[config.mk]
export PLATFORM = sky130hd
export DESIGN_NAME = key_bank
export DESIGN_NICKNAME = d
export VERILOG_FILES = /design/src/rtl/key_pkg.sv /design/src/rtl/key_chan.sv /design/src/rtl/key_bank.sv
export SDC_FILE = /design/constraint.sdc
export NUM_CORES = 1
export LEC_CHECK = 0
export ABC_AREA = 0
export BUFFER_PORTS_ARGS = -buffer_cell sky130_fd_sc_hd__buf_4
export CAP_MARGIN = 10
export CORE_ASPECT_RATIO = 1.1
export CORE_UTILIZATION = 66
export CTS_CLUSTER_SIZE = 12
export DETAILED_ROUTE_END_ITERATION = 16
export GPL_TIMING_DRIVEN = 0
export PLACE_DENSITY = 0.88
export SLEW_MARGIN = 25
export SYNTH_ARGS = -nofsm -noshare
export SYNTH_HDL_FRONTEND = slang
export SYNTH_SLANG_ARGS = --single-unit
[constraint.sdc]
create_clock -name clk -period 5.1 [get_ports clk]
set_clock_uncertainty 0.1 [all_clocks]
set_input_delay 0.765 -clock clk [delete_from_list [all_inputs] [get_ports clk]]
set_output_delay 0.765 -clock clk [all_outputs]
set_load 0.02 [all_outputs]
[src/rtl/key_pkg.sv]
// Shared event encodings and width helper for the key_bank push-button front end.
package key_pkg;

  localparam logic [1:0] EVT_PRESS   = 2'd0;
  localparam logic [1:0] EVT_RELEASE = 2'd1;
  localparam logic [1:0] EVT_LONG    = 2'd2;
  localparam logic [1:0] EVT_REPEAT  = 2'd3;

  // Bit width needed to index n items, never less than one bit.
  function automatic int clog2_min1(input int n);
    int w;
    w = $clog2(n);
    return (w < 1) ? 1 : w;
  endfunction

endpackage

[src/rtl/key_chan.sv]
// One push-button channel: 2-flop synchroniser, debouncer and hold/auto-repeat timer.
// Every pulse output is registered and high for exactly one cycle.
module key_chan
  import key_pkg::*;
#(
  parameter int WAIT_BIT      = 8,
  parameter int LONG_CYCLES   = 65536,
  parameter int REPEAT_CYCLES = 8192,
  parameter bit ACTIVE_LOW    = 1'b0
) (
  input  logic clk,
  input  logic rst,
  input  logic i_key,
  output logic o_level,
  output logic o_press,
  output logic o_release,
  output logic o_long,
  output logic o_repeat
);

  localparam int HOLD_W = clog2_min1(LONG_CYCLES);
  localparam int REP_W  = clog2_min1((REPEAT_CYCLES > 0) ? REPEAT_CYCLES : 1);
  localparam logic [WAIT_BIT-1:0] CNT_LAST  = {WAIT_BIT{1'b1}};
  localparam logic [HOLD_W-1:0]   HOLD_LAST = HOLD_W'(LONG_CYCLES - 1);
  localparam logic [REP_W-1:0]    REP_LAST  = REP_W'((REPEAT_CYCLES > 0) ? REPEAT_CYCLES - 1 : 0);

  logic                w_key_raw;
  logic                w_differ;
  logic                w_flip;
  logic                r_sync1;
  logic                r_sync2;
  logic                r_level;
  logic [WAIT_BIT-1:0] r_cnt;
  logic [HOLD_W-1:0]   r_hold;
  logic [REP_W-1:0]    r_rep;
  logic                r_long_done;
  logic                r_press;
  logic                r_release;
  logic                r_long;
  logic                r_repeat;

  assign w_key_raw = ACTIVE_LOW ? ~i_key : i_key;
  assign w_differ  = (r_sync2 != r_level);
  assign w_flip    = w_differ && (r_cnt == CNT_LAST);

  // Bring the raw key into the clk domain.
  always_ff @(posedge clk) begin
    if (rst) begin
      r_sync1 <= 1'b0;
      r_sync2 <= 1'b0;
    end else begin
      r_sync1 <= w_key_raw;
      r_sync2 <= r_sync1;
    end
  end

  // Debounce, hold timing and one-cycle event pulses.
  always_ff @(posedge clk) begin
    if (rst) begin
      r_level     <= 1'b0;
      r_cnt       <= '0;
      r_hold      <= '0;
      r_rep       <= '0;
      r_long_done <= 1'b0;
      r_press     <= 1'b0;
      r_release   <= 1'b0;
      r_long      <= 1'b0;
      r_repeat    <= 1'b0;
    end else begin
      r_press   <= 1'b0;
      r_release <= 1'b0;
      r_long    <= 1'b0;
      r_repeat  <= 1'b0;
      if (w_flip) begin
        r_level     <= r_sync2;
        r_cnt       <= '0;
        r_press     <= r_sync2;
        r_release   <= ~r_sync2;
        r_hold      <= '0;
        r_rep       <= '0;
        r_long_done <= 1'b0;
      end else begin
        r_cnt <= w_differ ? (r_cnt + 1'b1) : '0;
        if (!r_level) begin
          r_hold      <= '0;
          r_rep       <= '0;
          r_long_done <= 1'b0;
        end else if (!r_long_done) begin
          // Hold counter stops at its last value once long fires, so it can never wrap.
          if (r_hold == HOLD_LAST) begin
            r_long      <= 1'b1;
            r_long_done <= 1'b1;
            r_rep       <= '0;
          end else begin
            r_hold <= r_hold + 1'b1;
          end
        end else if (REPEAT_CYCLES > 0) begin
          if (r_rep == REP_LAST) begin
            r_repeat <= 1'b1;
            r_rep    <= '0;
          end else begin
            r_rep <= r_rep + 1'b1;
          end
        end else begin
          r_rep <= '0;
        end
      end
    end
  end

  assign o_level   = r_level;
  assign o_press   = r_press;
  assign o_release = r_release;
  assign o_long    = r_long;
  assign o_repeat  = r_repeat;

endmodule

[src/rtl/key_bank.sv]
// Multi-channel push-button front end: N_KEYS key_chan instances plus a
// lowest-index-wins event encoder over their registered pulses.
module key_bank
  import key_pkg::*;
#(
  parameter int N_KEYS        = 4,
  parameter int WAIT_BIT      = 8,
  parameter int LONG_CYCLES   = 65536,
  parameter int REPEAT_CYCLES = 8192,
  parameter int ACTIVE_LOW    = 0
) (
  input  logic                              clk,
  input  logic                              rst,
  input  logic [N_KEYS-1:0]                 key_in,
  output logic [N_KEYS-1:0]                 key_level,
  output logic [N_KEYS-1:0]                 press_pulse,
  output logic [N_KEYS-1:0]                 release_pulse,
  output logic [N_KEYS-1:0]                 long_pulse,
  output logic [N_KEYS-1:0]                 repeat_pulse,
  output logic                              evt_valid,
  output logic [1:0]                        evt_type,
  output logic [clog2_min1(N_KEYS)-1:0]     evt_code,
  output logic                              evt_drop
);

  localparam int CODE_W = clog2_min1(N_KEYS);

  logic [N_KEYS-1:0] w_any;
  logic              w_valid;
  logic [1:0]        w_type;
  logic [CODE_W-1:0] w_code;

  for (genvar g = 0; g < N_KEYS; g++) begin : g_chan
    key_chan #(
      .WAIT_BIT      (WAIT_BIT),
      .LONG_CYCLES   (LONG_CYCLES),
      .REPEAT_CYCLES (REPEAT_CYCLES),
      .ACTIVE_LOW    (ACTIVE_LOW != 0)
    ) u_chan (
      .clk       (clk),
      .rst       (rst),
      .i_key     (key_in[g]),
      .o_level   (key_level[g]),
      .o_press   (press_pulse[g]),
      .o_release (release_pulse[g]),
      .o_long    (long_pulse[g]),
      .o_repeat  (repeat_pulse[g])
    );
  end

  assign w_any = press_pulse | release_pulse | long_pulse | repeat_pulse;

  // Scan from the top so the lowest-index active channel is the one left standing.
  always_comb begin
    w_valid = 1'b0;
    w_type  = EVT_PRESS;
    w_code  = '0;
    for (int i = N_KEYS - 1; i >= 0; i--) begin
      if (w_any[i]) begin
        w_valid = 1'b1;
        w_code  = CODE_W'(i);
        if (press_pulse[i]) begin
          w_type = EVT_PRESS;
        end else if (release_pulse[i]) begin
          w_type = EVT_RELEASE;
        end else if (long_pulse[i]) begin
          w_type = EVT_LONG;
        end else begin
          w_type = EVT_REPEAT;
        end
      end else begin
        w_valid = w_valid;
      end
    end
  end

  assign evt_valid = w_valid;
  assign evt_type  = w_type;
  assign evt_code  = w_code;
  // Clearing the lowest set bit leaves something only if two or more channels fired.
  assign evt_drop  = |(w_any & (w_any - 1'b1));

endmodule
==> flow_summary.ini <==
[global_routing]
antenna_found_initial = 0
grt_usage_pct = 28.6
grt_pass1_vias = 6576
grt_pass1_wl_um = 29500
grt_start_max_net_pins = 17
grt_overflow_total = 0

[worst_setup_path]
crit_path_start_kind = register
arrival_ps = 2240
r2r_cells = 6
critPathMaxFanout = 6
slowest_delay_ps = 710
crit_path_top_delay_cell = nor4_1
end_kind = output port
critical_path_buf_inv_count = 1
r2r-end = g_chan[0].u_chan.r_rep[5]$_SDFFE_PP0N_
r2r_start = g_chan[0].u_chan.r_rep[0]$_SDFFE_PP0N_
crit_required_ps = 4240
path_class = reg2out
crit_family = simple AND/OR/NAND/NOR gates
crit_chain = nor4_1 -> nand2_1 -> o32ai_1 -> buf_4
reg2reg_slack_ps = 2650

[synthesis]
synthCells = 966
synth-seq-area-share_pct = 43.6
synth_area_per_cell_um2 = 8.56
synth-seq-cells = 180
ys_types = 61
syn_nets = 984
synth_edf_count = 0
ys.warnings.count = 0
ys_async_sr_fraction_pct = 0
syn_area_um2 = 8270
synth_ff_type = dfxtp_1

[placement]
port_buffers = 31
place.gp.congestion = 0.835
placed_area_um2 = 8690
dp.cells = 1151
dp_hpwl_um = 11900

[routing]
vias = 7041
viasPerCell = 5.96
dr.first_iter.drc_count = 453
drcViolationCount = 0
ant_nets = 0
wl_per_cell_um = 14.9
routed_wl_um = 17600
first_pass_iters = 5

[floorplanning]
start_util_pct = 68.1
rows = 42
die_h_um = 119
die_x_um = 109
die-area_um2 = 13000
io_pins = 32
design.core.area_um2 = 12100

[sta]
slew_violations = 0
tightest_slew_ps = 1000
min_period_ps = 3100
relSlewSlack_pct = 32.2
rsz0062_at_grt = no
finalSetupViolations = 0
fin_tns_setup_ps = 0
finalCritPeriodShare_pct = 60.8
finalHoldViolCount = 0
fmax_mhz = 322

[clock_tree]
root_buffer = clkbuf_16
tritoncts = done
postCtsSetupRepairBufs = 0
clk_latency_ps = 440
path_clk_slew_ps = 70
ctsResizeCount = 0
clk_path_buf_depth = 2
cts_buffers = 17
ctsHoldBuffers = 0
cts.sinks = 180
htree_levels = 4

[final_layout]
mostFrequentLayoutCells = 180 x dfxtp_1, 152 x nor2_1, 57 x nand3_1
drive_gt1_share_pct = 11.0
design_area_um2 = 9350
diodes = 0
post_layout_nonfiller_instances = 1182
postLayoutCoreUtil_pct = 77.0
final_common_cell = dfxtp_1
fillCellCount = 853
fin_nets = 1034
area_delta_synth_final_pct = 13.1

[hold_path]
hold_end = g_chan[2].u_chan.r_sync2$_SDFF_PP0_
min_path_cells = 1
min-delay-start = g_chan[2].u_chan.r_sync1$_SDFF_PP0_
hold_path.class = reg2reg

[power]
power_density_nw_per_um2 = 307
p_leak_nw = 3.09
ir_worst_vdd_mv = 0.275

[outcome]
run_status = complete, no violations

[flow_run]
maxCapViolCount = 0
[per-stage QoR]
stage	setup WS, ps	power, mW	hold slack [ps]
6_report	2000	2.87	335
5_1_grt	1860	2.94	354
4_1_cts	2010	2.88	338
3_5_place_dp	2490	1.46	325
3_3_place_gp	2520	1.46	315
2_1_floorplan	2600	1.45	314
[sequential cells by signal, indices dropped and copies added (netlist names)]
| register | count |
|---|---|
| g_chan.u_chan.r_cnt | 32 |
| g_chan.u_chan.o_level | 4 |
| g_chan.u_chan.r_sync1 | 4 |
| g_chan.u_chan.o_press | 4 |
| g_chan.u_chan.o_long | 4 |
| g_chan.u_chan.r_rep | 52 |
| g_chan.u_chan.r_sync2 | 4 |
| g_chan.u_chan.o_repeat | 4 |
| g_chan.u_chan.o_release | 4 |
| g_chan.u_chan.r_long_done | 4 |
| g_chan.u_chan.r_hold | 64 |
[power breakdown]
group | internal, mW | total (mW) | switching (mW)
sequential | 1.41 | 1.41 | 0.00296
clock | 0.893 | 1.44 | 0.548
combinational | 0.00639 | 0.0146 | 0.00817
total | 2.31 | 2.87 | 0.559
[synthesized netlist by cell type, drive strengths merged (7+ instances only)]
cell	n	area, µm²
nor2b	16	100
a311oi	8	70.1
dfxtp	180	3600
or3	9	56.3
nand3	57	285
xor2	31	272
a211oi	8	60.1
nand4	36	240
nor2	152	571
ha	12	150
a31oi	7	43.8
inv	19	71.3
xnor2	48	420
and3	24	150
buf	31	205
nor4	22	186
a21oi	56	280
or4	8	63.8
nor3	38	190
nand2b	10	62.6
or2	9	56.3
nand2	52	195
o21ai	34	170
clkbuf	17	63.8
[cell families after synthesis]
kind of cell,after synthesis,share of synthesized area (%)
fa+ha+maj,13,1.94
flops,180,43.6
compound gates,147,11.1
mux,5,0.606
simple gates,474,30.2
xor+xnor,79,8.37
buf+inv,68,4.16
[cell type report]
class	count	area (µm²)	area share, %
sequential	180	3600	38.6
clock buffer	19	453	4.85
clock inverter	12	203	2.17
timing repair buffer	31	233	2.49
multi-input combinational	718	4320	46.2
tap	154	193	2.06
buffer	48	269	2.88
inverter	20	75.1	0.803
[how the worst max path moves through the flow]
stage	slack (ps)	cells after the start	to	startpoint
final	2000	4	evt_type[0]	g_chan[1].u_chan.o_release$_SDFF_PP0_
after global routing	1860	4	evt_type[0]	g_chan[1].u_chan.o_release$_SDFF_PP0_
after CTS	2010	4	evt_type[0]	g_chan[1].u_chan.o_release$_SDFF_PP0_
after detailed placement	2490	4	evt_type[0]	g_chan[1].u_chan.o_release$_SDFF_PP0_
after global placement	2520	4	evt_type[1]	g_chan[1].u_chan.o_release$_SDFF_PP0_
after floorplan	2600	3	evt_type[0]	g_chan[1].u_chan.o_release$_SDFF_PP0_
[per-layer routing]
layer	track usage (%)	share of wire [%]	up-vias
met3	5.20	3.8	28
met5	0	0	-
li1	-	-	3546
met4	12.5	1.9	0
met2	48.4	50	159
met1	35.1	45	3308
[worst reg2reg max path: cells and delay by family, from the launching register on]
kind | cells | cell delay, ps
adder cells (fa/ha/maj) | 1 | 230
AND/OR/NAND/NOR | 1 | 240
AO/OA/AOI/OAI | 4 | 1350
flip-flops | 1 | 420
(Power assumes the default switching activity.)
